### config.mk
export PLATFORM = sky130hd
export DESIGN_NAME = aes_tbox_arb
export DESIGN_NICKNAME = d
export VERILOG_FILES = /design/src/rtl/aes_pkg.sv /design/src/rtl/aes_tbox_r.sv /design/src/rtl/aes_tbox_arb.sv
export SDC_FILE = /design/constraint.sdc
export NUM_CORES = 1
export LEC_CHECK = 0
export ABC_AREA = 1
export CAP_MARGIN = 20
export CORE_MARGIN = 8
export CORE_UTILIZATION = 30
export CTS_BUF_LIST = sky130_fd_sc_hd__clkbuf_4
export DETAILED_ROUTE_END_ITERATION = 16
export GPL_TIMING_DRIVEN = 0
export HOLD_SLACK_MARGIN = 0.15
export MAX_ROUTING_LAYER = met4
export SLEW_MARGIN = 10
export SYNTH_ARGS = -nofsm -noshare
export SYNTH_HDL_FRONTEND = slang
export SYNTH_SLANG_ARGS = --single-unit
### constraint.sdc
create_clock -name clk -period 16.08 [get_ports clk]
set_input_delay 4.02 -clock clk [delete_from_list [all_inputs] [get_ports clk]]
set_output_delay 4.02 -clock clk [all_outputs]
set_load 0.01 [all_outputs]
### src/rtl/aes_pkg.sv
// Shared AES T-box constants, word type and the round-robin pointer helper.
package aes_pkg;

    localparam int TBOX_AW = 8;
    localparam int TBOX_DW = 24;

    typedef logic [TBOX_DW-1:0] tbox_word_t;

    // Next round-robin position after ptr, wrapping from n-1 back to 0.
    function automatic int rr_next(input int ptr, input int n);
        return (ptr >= n - 1) ? 0 : ptr + 1;
    endfunction

endpackage

### src/rtl/aes_tbox_r.sv
// Combinational decryption T-box: d = {3*s, 2*s, s} with s = InvSbox(a) in GF(2^8).
module aes_tbox_r import aes_pkg::*; (
    input  logic [TBOX_AW-1:0] a,
    output tbox_word_t         d
);

    function automatic logic [7:0] gf_mul(input logic [7:0] x, input logic [7:0] y);
        logic [7:0] p;
        logic [7:0] t;
        p = 8'h00;
        t = x;
        for (int i = 0; i < 8; i++) begin
            if (y[i]) p = p ^ t;
            t = {t[6:0], 1'b0} ^ (t[7] ? 8'h1b : 8'h00);
        end
        return p;
    endfunction

    // x^254 is the multiplicative inverse, and maps 0 to 0 as the S-box requires.
    function automatic logic [7:0] gf_inv(input logic [7:0] x);
        logic [7:0] r;
        logic [7:0] sq;
        r  = 8'h01;
        sq = x;
        for (int i = 1; i < 8; i++) begin
            sq = gf_mul(sq, sq);
            r  = gf_mul(r, sq);
        end
        return r;
    endfunction

    function automatic logic [7:0] inv_affine(input logic [7:0] x);
        return {x[6:0], x[7]} ^ {x[4:0], x[7:5]} ^ {x[1:0], x[7:2]} ^ 8'h05;
    endfunction

    logic [7:0] s;

    assign s = gf_inv(inv_affine(a));
    assign d = {gf_mul(s, 8'h03), gf_mul(s, 8'h02), s};

endmodule

### src/rtl/aes_tbox_arb.sv
// Round-robin arbiter sharing one aes_tbox_r across NREQ requesters, two-cycle response.
// Define AES_TBOX_ARB_PRIO_EN to give requester 0 fixed priority over the round-robin.
module aes_tbox_arb import aes_pkg::*; #(
    parameter int NREQ = 4,
    parameter int IDW  = $clog2(NREQ)
) (
    input  logic               clk,
    input  logic               rst_n,
    input  logic               flush,
    input  logic [NREQ-1:0]    req_valid,
    input  logic [8*NREQ-1:0]  req_addr,
    output logic [NREQ-1:0]    req_ready,
    output logic [NREQ-1:0]    rsp_valid,
    output logic [TBOX_DW-1:0] rsp_data,
    output logic [IDW-1:0]     rsp_id,
    output logic               busy
);

    logic [IDW-1:0]     rr_ptr_q, rr_ptr_d;
    logic               s1_valid_q, s2_valid_q;
    logic [TBOX_AW-1:0] s1_addr_q;
    logic [IDW-1:0]     s1_id_q, s2_id_q;
    tbox_word_t         s2_data_q;
    tbox_word_t         tbox_d;

    logic               grant_found;
    logic [IDW-1:0]     grant_idx;
    logic [TBOX_AW-1:0] grant_addr;
    logic               hs;

    function automatic logic [IDW-1:0] wrap_idx(input logic [IDW-1:0] p, input int k);
        int sum;
        sum = int'(p) + k;
        if (sum >= NREQ) sum = sum - NREQ;
        return IDW'(sum);
    endfunction

    // First requester at or above rr_ptr, with wrap.
    always_comb begin
        grant_found = 1'b0;
        grant_idx   = '0;
        for (int k = 0; k < NREQ; k++) begin
            if (!grant_found && req_valid[wrap_idx(rr_ptr_q, k)]) begin
                grant_found = 1'b1;
                grant_idx   = wrap_idx(rr_ptr_q, k);
            end
        end
`ifdef AES_TBOX_ARB_PRIO_EN
        if (req_valid[0]) begin
            grant_found = 1'b1;
            grant_idx   = '0;
        end
`endif
    end

    always_comb begin
        grant_addr = '0;
        for (int k = 0; k < NREQ; k++) begin
            if (grant_idx == IDW'(k)) grant_addr = req_addr[k*8 +: 8];
        end
    end

    assign hs        = grant_found & ~flush;
    assign req_ready = hs ? (NREQ'(1) << grant_idx) : '0;

    always_comb begin
        rr_ptr_d = rr_ptr_q;
`ifdef AES_TBOX_ARB_PRIO_EN
        if (hs && !req_valid[0]) rr_ptr_d = IDW'(rr_next(int'(grant_idx), NREQ));
`else
        if (hs) rr_ptr_d = IDW'(rr_next(int'(grant_idx), NREQ));
`endif
    end

    aes_tbox_r u_tbox (
        .a (s1_addr_q),
        .d (tbox_d)
    );

    // Payload registers only load with a live entry so rsp_data/rsp_id hold between responses.
    always_ff @(posedge clk or negedge rst_n) begin
        if (!rst_n) begin
            rr_ptr_q   <= '0;
            s1_valid_q <= 1'b0;
            s1_addr_q  <= '0;
            s1_id_q    <= '0;
            s2_valid_q <= 1'b0;
            s2_id_q    <= '0;
            s2_data_q  <= '0;
        end else begin
            rr_ptr_q   <= rr_ptr_d;
            s1_valid_q <= hs;
            if (hs) begin
                s1_addr_q <= grant_addr;
                s1_id_q   <= grant_idx;
            end
            s2_valid_q <= s1_valid_q & ~flush;
            if (s1_valid_q && !flush) begin
                s2_id_q   <= s1_id_q;
                s2_data_q <= tbox_d;
            end
        end
    end

    assign rsp_valid = s2_valid_q ? (NREQ'(1) << s2_id_q) : '0;
    assign rsp_data  = s2_data_q;
    assign rsp_id    = s2_id_q;
    assign busy      = s1_valid_q | s2_valid_q;

endmodule

Word level (Yosys, flattened, before mapping)
Cells that the tools add are included.
{"block": "totals", "out_inout_bits": 35, "regBits": 40, "input_bits": 39, "elab_cells": 467}
{"block": "op_classes", "n_addsub": 8, "muxes": 231, "shift": 2, "n_bitwise": 198, "n_eq_ne": 3, "n_reduce_logical": 9, "n_lt_le_gt_ge": 9}
{"operator": "$xor A8 B8 Y8", "n": 186}
{"operator": "$mux W8", "n": 109}
{"operator": "$mux W5", "n": 93}
{"operator": "$mux W2", "n": 10}
{"operator": "$lt A2 B3 Y1 const B", "n": 4}
{"operator": "$mux W4", "n": 3}
{"operator": "$ge A3 B3 Y1 const B", "n": 3}
{"operator": "$mux W1", "n": 9}
{"operator": "$bmux W1 S2", "n": 4}
{"operator": "$shl A1 B2 Y4 const A", "n": 2}
{"operator": "$sub A2 B1 Y2 const B", "n": 4}
{"operator": "$mux W7", "n": 1}
{"operator": "$not A1 Y1 const A", "n": 7}
{"operator": "$add A2 B2 Y3 const B", "n": 2}
{"operator": "$mux W6", "n": 1}
{"operator": "$eq A2 B2 Y1 const B", "n": 2}
{"operator": "$logic_and A1 B1 Y1", "n": 4}
{"operator": "$logic_not A1 Y1", "n": 4}
{"operator": "$add A2 B1 Y3 const B", "n": 1}
{"operator": "$ge A2 B3 Y1 const B", "n": 1}
{"operator": "$mux W3", "n": 1}
{"operator": "$add A2 B1 Y2 const B", "n": 1}
{"operator": "$and A1 B1 Y1", "n": 2}
{"operator": "$eq A2 B1 Y1 const B", "n": 1}
{"operator": "5 further kinds", "n": 5}

Logic depth before layout (Yosys ltp)
Gate-level depths: netlist of run 1.
{"block": "logic_depth", "depth_word": 132, "depth_mapped": 134, "ltp_nobuf": 130}

Modules after synthesis
Synthesis of run 1 repeated with hierarchy kept, for this count alone.
{"block": "unflattened", "cells_unflattened": 4351, "area_unflattened_um2": 21851.0}
{"module": "aes_tbox_r", "area_each_um2": 19753.9, "seq_area_each_um2": 0.0, "cells_each": 4057, "instances": 1}
{"module": "aes_tbox_arb", "area_each_um2": 2097.0, "seq_area_each_um2": 1001.0, "cells_each": 294, "instances": 1}

Worst setup path before layout of run 1
Ideal clock, no wire load.
{"block": "synth_timing", "path_type": "reg2reg", "startpoint": "register s1_addr_q[6]", "endpoint": "register s2_data_q[21] (netlist: rsp_data[21])", "synth_period_minus_slack_ns": 12.182, "path_stages_with_launch": 107, "arrival_time_ns": 12.069, "path_buffers": 11, "setup_ns": 0.113, "required_ns": 15.967, "slack_ns": 3.898, "path_cell_list": "dfrtp_1 > inv_2 > nand2_1 > nand2_1 > nand2_1 > nand2_4 > inv_4 > buf_2 > ha_1 > inv_1 > nand2_1 > nand2_1 > nand2_1 > nand2_1 > nor2_2 > xor2_1 > nand2_1 > nand2_1 > [... 71 more ...] > xor2_1 > xor2_1 > xor2_1 > xnor2_2 > inv_2 > o21ai_1 > nand2_1 > nand2_1 > nand2_1 > nand3_1 > nand2_1 > nand2_1 > nand2_1 > nand2_1 > nand2_1 > or2_0 > nand2_1 > inv_1"}
{"block": "synth_via", "elab_chain_len": 128, "elab_cells_between_ends": 387, "classes_between": "mux: 201; bitwise: 186"}
{"element": "from (decl)", "line": "aes_tbox_arb.sv:21", "rtl": "logic [TBOX_AW-1:0] s1_addr_q;"}
{"element": "from (signal assigned)", "line": "aes_tbox_arb.sv:94", "rtl": "s1_addr_q <= grant_addr;"}
{"element": "$xor A8 B8 Y8", "line": "aes_tbox_r.sv:33", "rtl": "return {x[6:0], x[7]} ^ {x[4:0], x[7:5]} ^ {x[1:0], x[7:2]} ^ 8'h05;"}
{"element": "$xor A8 B8 Y8 (*)", "line": "aes_tbox_r.sv:33"}
{"element": "$mux W5 / $mux W8 (equally long branches)", "line": "aes_tbox_r.sv:14, aes_tbox_r.sv:13"}
{"element": "$xor A8 B8 Y8 (on tied branches)", "line": "aes_tbox_r.sv:14, aes_tbox_r.sv:13"}
{"element": "$xor A8 B8 Y8 / $mux W8 (equally long branches)", "line": "aes_tbox_r.sv:13", "rtl": "if (y[i]) p = p ^ t;"}
{"element": "$mux W8 / $xor A8 B8 Y8 (equally long branches)", "line": "aes_tbox_r.sv:13"}
{"element": "$xor A8 B8 Y8 / $mux W8 (equally long branches)", "line": "aes_tbox_r.sv:13"}
{"element": "$mux W8 / $xor A8 B8 Y8 (equally long branches)", "line": "aes_tbox_r.sv:13"}
{"element": "[... 112 more ...]"}
{"element": "$xor A8 B8 Y8", "line": "aes_tbox_r.sv:13"}
{"element": "$mux W8", "line": "aes_tbox_r.sv:13"}
{"element": "$xor A8 B8 Y8", "line": "aes_tbox_r.sv:13"}
{"element": "$mux W8", "line": "aes_tbox_r.sv:13"}
{"element": "$xor A8 B8 Y8", "line": "aes_tbox_r.sv:13"}
{"element": "$mux W8 (*)", "line": "aes_tbox_r.sv:13"}
{"element": "$xor A8 B8 Y8", "line": "aes_tbox_r.sv:14", "rtl": "t = {t[6:0], 1'b0} ^ (t[7] ? 8'h1b : 8'h00);"}
{"element": "$xor A8 B8 Y8 (*)", "line": "aes_tbox_r.sv:13"}
{"element": "to (signal assigned)", "line": "aes_tbox_arb.sv:100", "rtl": "s2_data_q <= tbox_d;"}
{"element": "to (decl)", "line": "aes_tbox_arb.sv:23", "rtl": "tbox_word_t s2_data_q;"}
Every way passes the cells marked *; elsewhere a longest branch is shown, timed or not.
A chain may end at the register's enable or synchronous reset.

Worst setup path after layout of run 1
{"block": "layout_timing", "startpoint": "register s1_addr_q[1]", "endpoint": "register s2_data_q[21] (netlist: rsp_data[21])"}
{"block": "layout_via", "elab_chain_len": 127, "elab_cells_between_ends": 387, "classes_between": "mux: 200; bitwise: 187"}
{"element": "$xor A8 B8 Y8 (*)", "line": "aes_tbox_r.sv:33"}
{"element": "$mux W5 (tied with other cells)", "line": "aes_tbox_r.sv:14"}
{"element": "$xor A8 B8 Y8 (tied with other cells)", "line": "aes_tbox_r.sv:14"}
{"element": "$xor A8 B8 Y8 (tied with other cells)", "line": "aes_tbox_r.sv:13"}
{"element": "$mux W8 / $xor A8 B8 Y8 (equally long branches)", "line": "aes_tbox_r.sv:13"}
{"element": "$xor A8 B8 Y8 / $mux W8 (equally long branches)", "line": "aes_tbox_r.sv:13"}
{"element": "$mux W8 / $xor A8 B8 Y8 (equally long branches)", "line": "aes_tbox_r.sv:13"}
{"element": "$xor A8 B8 Y8 / $mux W8 (equally long branches)", "line": "aes_tbox_r.sv:13"}
{"element": "[... 111 more ...]"}
{"element": "$xor A8 B8 Y8", "line": "aes_tbox_r.sv:13"}
{"element": "$mux W8", "line": "aes_tbox_r.sv:13"}
{"element": "$xor A8 B8 Y8", "line": "aes_tbox_r.sv:13"}
{"element": "$mux W8", "line": "aes_tbox_r.sv:13"}
{"element": "$xor A8 B8 Y8", "line": "aes_tbox_r.sv:13"}
{"element": "$mux W8 (*)", "line": "aes_tbox_r.sv:13"}
{"element": "$xor A8 B8 Y8", "line": "aes_tbox_r.sv:14"}
{"element": "$xor A8 B8 Y8 (*)", "line": "aes_tbox_r.sv:13"}
Marked as above.

==> impl_metrics.yaml, run 1 <==
sta:
  tightest_slew_ns: 0.764
  final.period_utilization_pct: 92.0
  rsz0062_at_grt: "no"
  clock.fmax_mhz: 67.6
  setup_tns_ns: 0
  min_period_ns: 14.79
  fin_worst_skew_ns: 0.0182
  final-hold-violation-count: 0
  setup_viol: 0
  maxSlewViolCount: 0
  maxSlewHeadroom_pct: 48.9
worst_setup_path:
  rr_startpoint: "s1_addr_q[1]"
  crit_path_start: "s1_addr_q[1]"
  critPathKind: "flop to flop"
  crit_path_end: "rsp_data[21]"
  worstPathArrival_ns: 15.06
  start_kind: "flop"
  cp-end-kind: "flop"
  worstRegToRegCells: 97
  slowest_stage: "dfrtp_1"
  r2r-end: "rsp_data[21]"
  slowest_delay_ns: 0.44
  rrSetupSlack_ns: 1.29
  cp_common_cell: "nand2_1"
  path_max_fanout: 19
  critPathRequiredTime_ns: 16.36
layout:
  drive_gt1_share_pct: 11.1
  area_delta_synth_final_pct: 9.66
  finalNetCount: 4574
route:
  vias: 27000
  vias_per_cell: 4.93
  finalWirelength_mm: 75.1
  drtIter0Drc: 1929
  drc: 0
  drtPass1Iterations: 6
  postRouteAntennaNets: 0
  avgRoutedWirePerCell_um: 13.7
synthesis:
  yosysTopAreaCell: "nand2_1"
  ys_ff_latch: 34
  synth_most_common_cell: "nand2_1"
  synth_flop_cell: "dfrtp_1"
  netlist_top_cells_area: "nand2_1 35%, nand3_1 17%, inv_1 7.2%"
  syn_inst: 4439
  avgSynthCellArea_um2: 4.88
  synth-async-reset-ratio_pct: 100
  synth.top_cell.area_share_pct: 35.1
  netlist_area_mm2: 0.0217
  syn_nets: 4489
  yosysUniqueCellTypes: 51
  synth_edf_count: 0
  synth_commonest_cells: "2025 x nand2_1, 719 x nand3_1, 416 x inv_1"
  yosysWarningCount: 0
  ys_seq_area_share_pct: 3.93
clocking:
  path_clk_slew_ns: 0.14
  numClockSinks: 34
  h-tree-depth: 2
  cts.path.max_buffers: 2
  cts_buffers: 5
  clk_latency_ns: 0.37
  cts_tree: "built"
  cts-root-buf: "clkbuf_4"
  cts_hold_buf: 0
floorplan:
  rows: 98
  die_y_um: 285
  initial_core_util_pct: 30.3
  coreArea_mm2: 0.0715
  dieArea_mm2: 0.0811
  die_w_um: 285
  io_pins: 74
place:
  hpwlAfterDp_mm: 61.1
  portBuffers: 73
  place_congestion: 0.943
global_routing:
  grt_pass1_wl_mm: 122
  antenna_found_initial: 1
  gr-usage-all-layers_pct: 18.1
  grt_max_degree: 22
  grt_overflow: 0
  grt_pass1_vias: 24100
hold_path:
  min_path_type: "flop to flop"
  hold_start: "rsp_data[20]"
outcome:
  outcome: "finished, final reports clean"
run:
  maxCapViolCount: 0
==> registers in the layout (all words and copies together), names as in the netlist <==
| register | flops |
|---|---|
| rsp_data | 18 |
| s1_addr_q | 8 |
| rr_ptr_q | 2 |
| rsp_id | 2 |
| s1_id_q | 2 |
| s1_valid_q | 1 |
| s2_valid_q | 1 |
==> cells by family after synthesis <==
kind of cell / synth area share [%]
AND/OR/NAND/NOR: 69.3
adder cells (fa/ha/maj): 0.635
flip-flops: 3.93
buffers and inverters: 14.2
AO/OA/AOI/OAI: 4.63
XOR/XNOR: 7.29
==> how the worst min path moves through the flow <==
| stage | to | slack [ns] | cells after the start |
|---|---|---|---|
| after floorplan | rsp_id[0] | 0.45 | 2 |
| after global placement | rsp_data[20] | 0.46 | 2 |
| after detailed placement | rsp_id[0] | 0.46 | 2 |
| after CTS | rsp_data[20] | 0.50 | 2 |
| after global routing | rsp_data[20] | 0.51 | 2 |
| final | rsp_data[20] | 0.49 | 2 |
==> cell usage in the layout (no fill, tap or decap), drive strengths merged, types with 4 or more instances in the layout <==
master,synthesis,layout
xnor2,54,54
a21oi,19,19
nor2,295,295
nand3b,52,52
a22oi,7,7
o221ai,7,7
ha,11,11
o22ai,4,4
clkbuf,12,17
nand4,69,69
nor3,6,6
xor2,107,107
nand2,2228,2228
dfrtp,34,34
o21a,4,4
o211ai,10,10
o21ai,98,98
o21bai,17,17
clkinv,8,9
buf,112,118
clkdlybuf4s50,0,72
inv,516,516
nand3,746,746
or2,15,15
==> through the flow <==
step / util, % / worst slack, ns / hold slack [ns] / cell area (um2) / instances
4_1_cts: 33.2 / 0.948 / 0.496 / 23700 / 5471
3_3_place_gp: 33.0 / 1.09 / 0.463 / 23600 / 5462
2_1_floorplan: - / 3.90 / 0.453 / 21700 / 4439
6_report: 33.2 / 1.29 / 0.487 / 23800 / 5476
3_5_place_dp: 33.0 / 1.06 / 0.465 / 23600 / 5463
5_1_grt: 33.2 / 0.0124 / 0.515 / 23800 / 5476
==> final cells by class <==
cell class / count / area, um2
diodes: 1 / 2.50
plain buffers: 124 / 1080
clock buffers: 5 / 37.5
clock inverters: 3 / 68.8
fillers: 8202 / 47700
inverters: 524 / 1990
multi-input cells: 3756 / 17700
flip-flops and latches: 34 / 851
well taps: 950 / 1190
repair buffers: 79 / 791
==> metal layers <==
layer	part of all wire, %	up-vias	GRT usage [%]
met5	0	-	-
met4	2.5	0	4.35
met3	6.4	129	1.50
met2	46	840	30.7
met1	45	11900	23.3
li1	-	14100	-
==> worst max-delay path, delay by kind of cell (launching register included) <==
| kind | cells | cell delay (ns) |
|---|---|---|
| adder cells (fa/ha/maj) | 5 | 1.75 |
| buffers and inverters | 25 | 3.54 |
| XOR/XNOR | 12 | 2.62 |
| AND/OR/NAND/NOR | 55 | 6.29 |
| flip-flops | 1 | 0.44 |
==> timing repair <==
| item | CTS | global route |
|---|---|---|
| setup endpoints to repair | 0 | 18 |
| resized for setup | 0 | 2 |
| setup buffers | 0 | 5 |
Power of run 1 is not shown: default switching activity piles up to over one toggle a cycle in this logic, so the estimate is an artifact.
==> run 2, diff against run 1 <==
RECOVER_POWER = 25   (was not set)
==> impl_metrics.yaml, run 2 (synthesis gave the netlist of run 1 again) <==
route:
  avgRoutedWirePerCell_um: 13.7
  vias_per_cell: 4.92
  vias: 27000
  drtPass1Iterations: 6
  drc: 0
  finalWirelength_mm: 75.1
  postRouteAntennaNets: 0
  drtIter0Drc: 1932
layout:
  area_delta_synth_final_pct: 9.54
  multi_input_area_mm2: 0.0177
  final_area_mm2: 0.0237
  drive_gt1_share_pct: 11.0
  largest_reg_flops: 18
  final_util_pct: 33.2
  register_area_um2: 851
  final_common_cell: "nand2_1"
  layout_common_cells: "2025 x nand2_1, 719 x nand3_1, 416 x inv_1"
  fillers: 8205
  finalNetCount: 4574
floorplan:
  dieArea_mm2: 0.0811
  coreArea_mm2: 0.0715
  rows: 98
  die_w_um: 285
  initial_core_util_pct: 30.3
  die_y_um: 285
  io_pins: 74
sta:
  tightest_slew_ns: 1.28
  clock.fmax_mhz: 67.6
  setup_viol: 0
  maxSlewHeadroom_pct: 14.9
  final.period_utilization_pct: 92.0
  rsz0062_at_grt: "no"
  min_period_ns: 14.79
  fin_worst_skew_ns: 0.0196
  final-hold-violation-count: 0
  maxSlewViolCount: 0
  setup_tns_ns: 0
worst_setup_path:
  slowest_stage: "dfrtp_1"
  start_kind: "flop"
  worstPathArrival_ns: 15.06
  critPathRequiredTime_ns: 16.35
  worstRegToRegCells: 97
  path_max_fanout: 19
  slowest_delay_ns: 0.44
  critPathKind: "flop to flop"
  cp-end-kind: "flop"
  cp_common_cell: "nand2_1"
global_routing:
  grt-busiest-layer: "met2"
  grt_pass1_vias: 24100
  met1_usage_pct: 23.3
  met3_usage_pct: 1.50
  grt_max_degree: 22
  antenna_found_initial: 1
  grt_pass1_wl_mm: 122
  gr-usage-all-layers_pct: 18.1
  grt_util_met2_pct: 30.7
  grt_overflow: 0
place:
  hpwlAfterDp_mm: 61.1
  place_area_mm2: 0.0236
  place_congestion: 0.943
  portBuffers: 73
clocking:
  clk_latency_ns: 0.37
  cts-root-buf: "clkbuf_4"
  h-tree-depth: 2
  numClockSinks: 34
  cts_hold_buf: 0
  cts_tree: "built"
  cts_buffers: 5
  path_clk_slew_ns: 0.14
  cts.path.max_buffers: 2
hold_path:
  hold_depth: 2
  min_path_type: "flop to flop"
outcome:
  outcome: "finished, final reports clean"
run:
  maxCapViolCount: 0
[run 2: final cells by class]
class / count / share of cell area, %
multi-input cells: 3756 / 74.8
inverters: 524 / 8.38
well taps: 950 / 5.01
plain buffers: 124 / 4.56
flip-flops and latches: 34 / 3.58
repair buffers: 79 / 3.23
clock inverters: 3 / 0.290
clock buffers: 5 / 0.158
diodes: 1 / 0.0105
[run 2: metal layers]
layer	wire, um	part of all wire [%]	up-vias
met5	0	0	-
met1	33700	45	11900
met4	1820	2.4	0
li1	-	-	14100
met2	34800	46	843
met3	4810	6.4	127
[run 2: final timing paths]
kind,startpoint,slack (ns),to
worst min-delay path,rsp_data[20],0.49,rsp_data[20]
max in group asynchronous,rst_n,10.75,rsp_data[12]
min in group asynchronous,rst_n,3.71,rsp_data[15]
worst max-delay path,s1_addr_q[1],1.29,rsp_data[21]
worst max register to register,s1_addr_q[1],1.29,rsp_data[21]
worst min register to register,rsp_data[20],0.49,rsp_data[20]
[run 2: timing repair]
action	in CTS	in global routing
setup buffers	0	5
gates resized for setup	0	2
endpoints found under the setup margin	0	18
[run 2: critical path, delay by kind of cell, from the launching register on]
| kind | cells | cell delay (ns) |
|---|---|---|
| fa+ha+maj | 5 | 1.75 |
| xor+xnor | 12 | 2.62 |
| simple gates | 55 | 6.29 |
| flops | 1 | 0.44 |
| buf+inv | 25 | 3.53 |
[run 2: metrics by stage]
stage | std cells | worst slack (ns) | hold WS (ns)
final | 5476 | 1.29 | 0.487
after global routing | 5476 | 0.0124 | 0.515
after CTS | 5471 | 0.948 | 0.496
after detailed placement | 5463 | 1.06 | 0.465
after global placement | 5462 | 1.09 | 0.463
after floorplan | 4439 | 3.90 | 0.453
Power of run 2 is left out for the same reason.
==> run 3, diff against run 2 <==
ABC_AREA = not set   (was 1)
==> impl_metrics.yaml, run 3 <==
outcome:
  outcome: "finished with violations"
  violations: "max-capacitance violations, max-slew violations"
synthesis:
  ys_ff_latch: 34
  synth_flop_cell: "dfrtp_1"
  yosysTopAreaCell: "xnor2_1"
  ys_seq_area_share_pct: 4.62
  synth_most_common_cell: "xnor2_1"
  netlist_top_cells_area: "xnor2_1 19%, xnor3_1 8.3%, nor2_1 6.2%"
  synth_commonest_cells: "397 x xnor2_1, 302 x nor2_1, 258 x nand2_1"
  synth_edf_count: 0
  synth-async-reset-ratio_pct: 100
  yosysUniqueCellTypes: 102
  syn_inst: 2435
  syn_nets: 2485
  avgSynthCellArea_um2: 7.57
  synth.top_cell.area_share_pct: 18.9
  yosysWarningCount: 0
  netlist_area_mm2: 0.0184
global_routing:
  grt_overflow: 0
  grt_pass1_vias: 16800
  antenna_found_initial: 1
  gr-usage-all-layers_pct: 16.4
  grt_pass1_wl_mm: 93.9
  grt_max_degree: 35
floorplan:
  coreArea_mm2: 0.0613
  die_y_um: 264
  die_w_um: 264
  rows: 91
  io_pins: 74
  initial_core_util_pct: 30.1
  dieArea_mm2: 0.0696
layout:
  area_delta_synth_final_pct: 21.9
  drive_gt1_share_pct: 19.6
  multi_input_area_mm2: 0.0178
  finalNetCount: 2676
  layout_common_cells: "345 x xnor2_1, 296 x nor2_1, 255 x nand2_1"
  largest_reg_flops: 18
  final_area_mm2: 0.0225
  fillers: 6316
  final_common_cell: "xnor2_1"
  register_area_um2: 851
  fin_cells: 3418
worst_setup_path:
  cp-end-kind: "flop"
  slowest_delay_ns: 0.47
  start_kind: "flop"
  worstPathArrival_ns: 15.77
  critPathKind: "flop to flop"
  slowest_stage: "xnor3_2"
  critPathRequiredTime_ns: 16.28
  rr_startpoint: "s1_addr_q[1]"
  crit_path_start: "s1_addr_q[1]"
  cp_common_cell: "buf_4"
  path_max_fanout: 10
route:
  vias_per_cell: 5.34
  postRouteAntennaNets: 0
  finalWirelength_mm: 60.2
  drc: 0
  drtIter0Drc: 1679
  avgRoutedWirePerCell_um: 17.6
  drtPass1Iterations: 12
  vias: 18300
place:
  place_area_mm2: 0.0201
  hpwlAfterDp_mm: 44.1
  portBuffers: 73
  place_congestion: 0.921
  dp_cells: 3299
sta:
  fin_worst_skew_ns: 0.00811
  clock.fmax_mhz: 64.2
  maxSlewHeadroom_pct: -18.3
  setup_viol: 0
  final-hold-violation-count: 0
  tightest_slew_ns: 1.77
  min_period_ns: 15.57
  setup_tns_ns: 0
  maxSlewViolCount: 35
  final.period_utilization_pct: 96.8
clocking:
  clk_latency_ns: 0.33
  cts_buffers: 5
  cts-root-buf: "clkbuf_4"
  numClockSinks: 34
  cts.path.max_buffers: 2
  h-tree-depth: 2
  path_clk_slew_ns: 0.10
  cts_tree: "built"
hold_path:
  hold_start: "s1_id_q[0]"
  min_path_type: "flop to flop"
run:
  maxCapViolCount: 1
run 3: cell count changes after synthesis, moves of 71 or more:
cell	before	now
nand2_1	2025	258
xnor2_1	49	397
nand3_1	719	68
inv_2	92	7
clkbuf_1	9	103
inv_1	416	24
o21ai_0	43	127
nand2_2	173	1
a21oi_1	19	135
mux2i_1	0	71
run 3: metrics by stage:
step / hold slack (ns) / utilization (%) / setup WS [ns]
global placement: 0.455 / 32.9 / -4.38
CTS: 0.487 / 34.4 / 0.0490
finish: 0.481 / 36.7 / 0.513
floorplan: 0.435 / - / 0.252
global route: 0.519 / 36.7 / -0.156
detailed placement: 0.463 / 32.9 / -4.40
run 3: cell families (layout without fill, tap and decap cells):
logic type	count (synthesis)	count (layout)	synth area share (%)
adder cells (fa/ha/maj)	12	12	0.801
other	0	1	0
AO/OA/AOI/OAI	540	542	19.1
flip-flops	34	34	4.62
buffers and inverters	225	415	5.61
XOR/XNOR	685	685	44.0
AND/OR/NAND/NOR	847	847	20.5
multiplexers	92	92	5.38
run 3: final timing paths:
path	end	slack [ns]	depth (start not counted)
hold / removal	rsp_id[0]	0.48	2
hold reg to reg	rsp_id[0]	0.48	2
max in group asynchronous	rsp_data[19]	10.90	1
min in group asynchronous	rsp_data[22]	4.16	1
setup / recovery	rsp_data[18]	0.51	71
setup reg to reg	rsp_data[18]	0.51	71
run 3: final cells by class:
type                            count  area share [%]
Antenna cell                        1          0.0111
Buffer                            187            4.40
Clock buffer                        6           0.200
Clock inverter                      2          0.0390
Inverter                           36           0.668
Multi-Input combinational cell   2178            79.3
Sequential cell                    34            3.79
Tap cell                          790            4.40
Timing Repair Buffer              184            7.23
run 3: critical path: cells and delay by family (launching register included):
kind,cells,cell delay [ns]
XOR/XNOR,19,4.08
buffers and inverters,19,2.87
AO/OA/AOI/OAI,18,4.09
multiplexers,2,0.43
AND/OR/NAND/NOR,9,2.35
flip-flops,1,0.37
adder cells (fa/ha/maj),4,1.21
run 3: metal layers:
metal / track usage [%] / part of all wire [%] / vias to the layer above
li1: - / - / 8808
met3: 1.21 / 6.3 / 71
met1: 22.4 / 45 / 8663
met5: - / 0 / -
met2: 26.7 / 47 / 717
met4: 3.02 / 1.2 / 0
run 3: what timing repair did:
item                                    in CTS  in global routing
buffers inserted                            46                 64
pin swaps                                   30                 79
hold buffers                                 0                  0
resized for setup                           98                181
gates cloned                                 0                  2
endpoints found under the setup margin      18                 18
Power of run 3 is left out for the same reason.
